**src/rtl/ser_pkg.sv**
```systemverilog
// Shared types for the serial-stream stages: the serializer FSM and the
// sequence-detector state encodings that consume its output.
package ser_pkg;

    typedef enum logic {
        IDLE,
        SHIFT
    } ser_state_t;

    typedef enum logic [1:0] {
        DET_S0,
        DET_S1,
        DET_S2,
        DET_S3
    } det_mealy_state_t;

    typedef enum logic [2:0] {
        DET_M0,
        DET_M1,
        DET_M2,
        DET_M3,
        DET_M4
    } det_moore_state_t;

endpackage

```
**src/rtl/piso_serializer.sv**
```systemverilog
// Parallel-in/serial-out stage with one holding word so consecutive words
// leave back to back; drives a fixed idle level between words.
module piso_serializer
    import ser_pkg::*;
#(
    parameter int WIDTH     = 8,
    parameter bit MSB_FIRST = 1'b1,
    parameter bit IDLE_BIT  = 1'b0
) (
    input  logic             clk,
    input  logic             reset,
    input  logic             in_valid,
    input  logic [WIDTH-1:0] in_data,
    output logic             in_ready,
    output logic             x,
    output logic             x_valid,
    output logic             word_done,
    output logic             busy
);

    localparam int CW = (WIDTH > 1) ? $clog2(WIDTH) : 1;
    localparam logic [CW-1:0] LAST_CNT   = CW'(WIDTH - 1);
    localparam logic [CW-1:0] PENULT_CNT = CW'(WIDTH - 2);

    ser_state_t       state_reg;
    logic [WIDTH-1:0] shreg_reg;
    logic [WIDTH-1:0] hbuf_reg;
    logic             hbuf_full_reg;
    logic [CW-1:0]    cnt_reg;
    logic             x_reg;
    logic             x_valid_reg;
    logic             word_done_reg;

    logic             accept;
    logic [WIDTH-1:0] load_src;
    logic [WIDTH-1:0] load_ord;

    assign in_ready = !reset && !hbuf_full_reg;
    assign accept   = in_valid && in_ready;
    assign load_src = hbuf_full_reg ? hbuf_reg : in_data;

    // Reorder the incoming word into transmit order so the shifter always
    // emits bit 0 and shifts right, whichever end leaves first.
    genvar gi;
    generate
        for (gi = 0; gi < WIDTH; gi++) begin : g_order
            if (MSB_FIRST) begin : g_msb
                assign load_ord[gi] = load_src[WIDTH-1-gi];
            end else begin : g_lsb
                assign load_ord[gi] = load_src[gi];
            end
        end
    endgenerate

    always_ff @(posedge clk) begin
        if (reset) begin
            state_reg     <= IDLE;
            shreg_reg     <= '0;
            hbuf_reg      <= '0;
            hbuf_full_reg <= 1'b0;
            cnt_reg       <= '0;
            x_reg         <= IDLE_BIT;
            x_valid_reg   <= 1'b0;
            word_done_reg <= 1'b0;
        end else begin
            word_done_reg <= 1'b0;
            case (state_reg)
                IDLE: begin
                    if (accept) begin
                        x_reg       <= load_ord[0];
                        shreg_reg   <= load_ord >> 1;
                        x_valid_reg <= 1'b1;
                        cnt_reg     <= '0;
                        state_reg   <= SHIFT;
                    end
                end
                SHIFT: begin
                    if (cnt_reg != LAST_CNT) begin
                        x_reg         <= shreg_reg[0];
                        shreg_reg     <= shreg_reg >> 1;
                        cnt_reg       <= cnt_reg + CW'(1);
                        word_done_reg <= (cnt_reg == PENULT_CNT);
                        if (accept) begin
                            hbuf_reg      <= in_data;
                            hbuf_full_reg <= 1'b1;
                        end
                    end else if (hbuf_full_reg || accept) begin
                        // Last bit is on x: next word follows with no gap.
                        x_reg         <= load_ord[0];
                        shreg_reg     <= load_ord >> 1;
                        hbuf_full_reg <= 1'b0;
                        cnt_reg       <= '0;
                    end else begin
                        x_reg       <= IDLE_BIT;
                        x_valid_reg <= 1'b0;
                        cnt_reg     <= '0;
                        state_reg   <= IDLE;
                    end
                end
                default: state_reg <= IDLE;
            endcase
        end
    end

    assign x         = x_reg;
    assign x_valid   = x_valid_reg;
    assign word_done = word_done_reg;
    assign busy      = (state_reg == SHIFT) || hbuf_full_reg;

endmodule

```
**config.mk**
```make
export PLATFORM = sky130hd
export DESIGN_NAME = piso_serializer
export DESIGN_NICKNAME = d
export VERILOG_FILES = /design/src/rtl/ser_pkg.sv /design/src/rtl/piso_serializer.sv
export SDC_FILE = /design/constraint.sdc
export NUM_CORES = 1
export LEC_CHECK = 0
export BUFFER_PORTS_ARGS = -buffer_cell sky130_fd_sc_hd__buf_2
export CORE_AREA = 2 2 63 65
export CTS_BUF_LIST = sky130_fd_sc_hd__clkbuf_8
export DETAILED_ROUTE_END_ITERATION = 8
export DIE_AREA = 0 0 65 67
export PLACE_DENSITY = 0.51
export SYNTH_ARGS = -nofsm -noshare
export SYNTH_HDL_FRONTEND = slang
export SYNTH_SLANG_ARGS = --single-unit
```
**constraint.sdc**
```tcl
create_clock -name clk -period 3.2 [get_ports clk]
set_clock_uncertainty 0.15 [all_clocks]
set_input_delay 0.32 -clock clk [delete_from_list [all_inputs] [get_ports clk]]
set_output_delay 0.32 -clock clk [all_outputs]
set_load 0.05 [all_outputs]
```
[Word level (Yosys, flattened, before mapping)]
Index checks and enable logic that the tools add are counted.
Cells by class
  add/sub/neg operators: 1
  order comparisons: 0
  bitwise logic cells: 2
  equal/unequal tests: 7
  multipliers: 0
  shift-type cells: 0
  divide/modulo/power cells: 0
  multiplexer cells: 22
  reduce and logical (&&, ||, !) cells: 12
Operators with widths (count)
  $mux W8: 4
  $pmux W8 S2: 1
  $mux W1: 11
  $reduce_and A3 Y1: 3
  $ne A2 B2 Y1 const B: 4
  $mux W3: 2
  $pmux W1 S2: 3
  $pmux W3 S2: 1
  $add A3 B1 Y3 const B: 1
  $eq A3 B3 Y1 const B: 1
  $ne A3 B1 Y1 const B: 1
  $ne A3 B3 Y1 const B: 1
  $reduce_or A3 Y1: 1
  $logic_and A1 B1 Y1: 2
  $logic_not A1 Y1: 2
  $logic_or A1 B1 Y1: 2
  $not A1 Y1: 2
  $reduce_and A2 Y1: 1
  $reduce_bool A2 Y1: 1
Storage, ports and cells
  bits in registers: 24
  bits in writable memories: 0
  bits of input ports: 11
  output and inout port bits: 5
  latch bits: 0
  bits in read-only memories: 0
  word-level logic and storage cells: 52
  memories: 0

[Logic depth before layout (Yosys ltp)]
  depth after elaboration: 7
  depth in mapped cells: 7
  mapped depth without buffers: 6

[Worst setup path after synthesis]
Ideal clock, no wire load.
  path kind: register to register
  from: register cnt_reg[0]
  to: register hbuf_reg[3]
  arrival: 1.600 ns
  setup time: 0.128 ns
  cell stages (with the launch flop): 6
  slack: 1.322 ns
  required time: 2.922 ns
  buffers on the path: 0
  period minus slack after synthesis: 1.878 ns
  path through: dfxtp_1 -> ha_1 -> ha_1 -> nor4_4 -> mux2i_1 -> nor2_1
On the way
  word-level cells in the longest chain between the ends: 2
RTL lines
  from (decl): line piso_serializer.sv:29  | logic [CW-1:0] cnt_reg;
  from (signal assigned): line piso_serializer.sv:81  | cnt_reg <= cnt_reg + CW'(1);
  $ne A3 B3 Y1: line piso_serializer.sv:78  | if (cnt_reg != LAST_CNT) begin
  $reduce_and A3 Y1 (no source line)
  to (signal assigned): line piso_serializer.sv:84  | hbuf_reg <= in_data;
  to (decl): line piso_serializer.sv:27  | logic [WIDTH-1:0] hbuf_reg;
No other way between the ends.
A chain may end at the register's enable or synchronous reset.

[Worst setup path after layout]
  from: register cnt_reg[0]
  to: register shreg_reg[3]
On the way
  word-level cells in the longest chain between the ends: 3
  elaborated cells between the ends (all ways): 5
  classes of those cells: 2 x eq/ne; 2 x mux; 1 x reduce/logical
RTL lines
  $ne A3 B3 Y1 *: line piso_serializer.sv:78
  $mux W8 or $ne A3 B1 Y1 (tied branches)
  $pmux W8 S2 or $reduce_and A2 Y1 (tied branches)
  to (signal assigned): line piso_serializer.sv:71  | shreg_reg <= load_ord >> 1;
  to (signal assigned): line piso_serializer.sv:80  | shreg_reg <= shreg_reg >> 1;
  to (signal assigned): line piso_serializer.sv:90  | shreg_reg <= load_ord >> 1;
  to (decl): line piso_serializer.sv:26  | logic [WIDTH-1:0] shreg_reg;
Every way passes the cells marked *; elsewhere a longest branch is shown, timed or not.

==> reports/metrics.cfg <==
[timing]
tns_ns = 0
tightest_slew_ns = 0.928
fin_crit_sh = 0.698
period_needed_ns = 2.23
hold_violations = 0
finalWorstSetupSlack_ns = 0.967
slew_headroom = 0.380
fmax_mhz = 448
rsz0062_at_grt = false
finalMaxSlewViolations = 0
finalSetupViolations = 0

[worst_hold_path]
hold_class = in2reg
hold_depth = 3

[cells_and_area]
seqCellArea_um2 = 460
n_fill_cell = 387
multi_input_area_um2 = 557
post-route-util = 0.337
final_net_count = 149
largest_register_ffs = 8
drive_gt1_frac = 0.158
areaGrowthSynthToFinish_pct = 13.4
n_antenna_cell = 0

[clock_tree]
cts_sinks = 23
path_clk_slew_ns = 0.08
clk_latency_ns = 0.27
hold_buffers = 0
cts_tree = yes
ctsHtreeMaxLevel = 1
cts_setup_buffers = 0
cts_resized = 0
cts_root_buffer = clkbuf_8
clock_path_buffers = 2
numCtsBuffers = 3

[yosys]
synth-seq-area-share = 0.430
synth_area_leader_cell = dfxtp_1
syn_avg_cell_area_um2 = 8.84
yosys_warnings = 0
syn_area_um2 = 1070
yosysTopAreaCellShare = 0.430
synthesis.nets = 136
netlist_top_cells_area = dfxtp_1 43%, mux2i_1 16%, nor2_1 7.7%
synth_cell_types = 24
syn_inst = 121
ys_ff_latch = 23

[drt]
ant_nets = 0
drtIter0Drc = 63
wl_per_cell_um = 11.6
avgViaCountPerCell = 4.79
firstDrtPassIters = 4
remaining_drc_errors = 0
wl_um = 2100
vias = 867

[global_route]
grt_antenna_before_repair = 0
use_met3 = 0.0405
grt_pass1_wl_um = 3480
grt_pass1_vias = 759
grt_max_degree = 19
globalRouteTotalUtil = 0.109
busiest_layer = met2
use_met1 = 0.129
overflow = 0
grt_use_met2 = 0.177

[pwr]
power_density_nw_per_um2 = 494
max-vdd-ir-drop_mv = 0.218
p_leak_nw = 0.486
power_w = 0.000600

[worst_setup_path]
cp.depth = 6
cpPeakStageDelay_ns = 0.74
crit_arrival_ns = 2.23
reg2reg_depth = 6
cp_common_cell = ha_1
worst-path-buf-inv = 0
end_kind = flip-flop
cp_max_fo = 15
critical_path.top_delay_family = simple AND/OR/NAND/NOR gates
crit_slowest_cell = nor2b_1
path_cells = ha_1 > ha_1 > nor2b_1 > nor2_1 > a21oi_1 > o22ai_1
critPathKind = reg2reg
critPathRequiredTime_ns = 3.20
cp-start-kind = flip-flop

[floorplanning]
num_rows = 22
start_util = 0.297
dieArea_um2 = 4360
core_region_area_um2 = 3610
chipHeight_um = 67
io_pins = 16
die_x_um = 65

[place]
gp_congestion = 0.784
pre_cts_slack_ns = 1.01
dpl.hpwl_um = 1500
portBuffers = 15

[run_status]
status = complete, no violations

[run]
drv_cap = 0

==> report_power, final <==
| part | internal (W) | switching, W | total, W |
|---|---|---|---|
| sequential | 0.000302 | 0.0000158 | 0.000318 |
| clock | 0.0000872 | 0.0000969 | 0.000184 |
| combinational | 0.0000369 | 0.0000607 | 0.0000976 |
| total | 0.000426 | 0.000174 | 0.000600 |
==> cells in the final DEF (no fill, tap or decap), types with 2 or more instances in the layout <==
cell      count
ha_1          4
nor2b_1       2
nand2_1      11
nor3_1        2
clkbuf_8      3
buf_2        15
a211oi_1      3
nand2b_1      2
o22ai_1       6
inv_1         3
mux2i_1      17
nor2_1       22
dfxtp_1      23
a21oi_1      11
==> through the flow <==
stage,cell area [µm²],cells,hold slack (ns)
final,1210,181,0.146
after global routing,1210,181,0.158
after CTS,1210,181,0.150
after detailed placement,1170,177,0.310
after global placement,1170,177,0.307
after floorplan,1070,121,0.298
==> final cells by class <==
| cell class | count | area share |
|---|---|---|
| Clock inverter | 1 | 0.00412 |
| Sequential cell | 23 | 0.379 |
| Tap cell | 48 | 0.0495 |
| Inverter | 4 | 0.0124 |
| Clock buffer | 3 | 0.0340 |
| Timing Repair Buffer | 15 | 0.0619 |
| Multi-Input combinational cell | 87 | 0.459 |
==> cells in the mapped netlist <==
cell	number
a211oi_1	3
a21o_1	1
a21oi_1	11
a22oi_1	1
a2bb2oi_1	1
buf_1	1
buf_2	3
buf_6	1
clkbuf_1	2
clkinv_1	1
dfxtp_1	23
ha_1	4
inv_1	3
mux2i_1	17
nand2_1	11
nand2b_1	2
nor2_1	22
nor2b_1	2
nor3_1	2
nor4_4	1
o21ai_0	1
o22ai_1	6
or2_2	1
or3_1	1
==> worst min-delay path, cell delays in order <==
cell and delay [ns]:
buf_2 0.08, mux2i_1 0.06, nor2_1 0.07
==> path summary, 6_finish.rpt <==
| check | startpoint | end | slack, ns |
|---|---|---|---|
| max reg2reg | cnt_reg[0]$_SDFFE_PP0P_ | shreg_reg[3]$_SDFFE_PP0P_ | 0.97 |
| max | cnt_reg[0]$_SDFFE_PP0P_ | shreg_reg[3]$_SDFFE_PP0P_ | 0.97 |
| min | in_data[7] | hbuf_reg[7]$_SDFFE_PP0P_ | 0.15 |
| min reg2reg | shreg_reg[2]$_SDFFE_PP0P_ | shreg_reg[2]$_SDFFE_PP0P_ | 0.32 |
==> metal layers <==
metal | vias to the layer above | share of wire | routed length, µm
met1 | 404 | 0.45 | 941
met2 | 21 | 0.48 | 1010
li1 | 438 | - | -
met4 | 0 | 0.014 | 30
met5 | - | 0 | 0
met3 | 4 | 0.056 | 117
==> logic make-up (layout without fill, tap and decap cells) <==
family                     Yosys count  in the layout  synth area share
AOI/OAI and AO/OA                   24             24             0.135
and+or+nand+nor                     42             42             0.180
muxes                               17             17             0.159
DFF                                 23             23             0.430
adders and majority gates            4              4            0.0468
buffers and inverters               11             23            0.0491
Note: power is estimated with default switching activity, not from simulation.
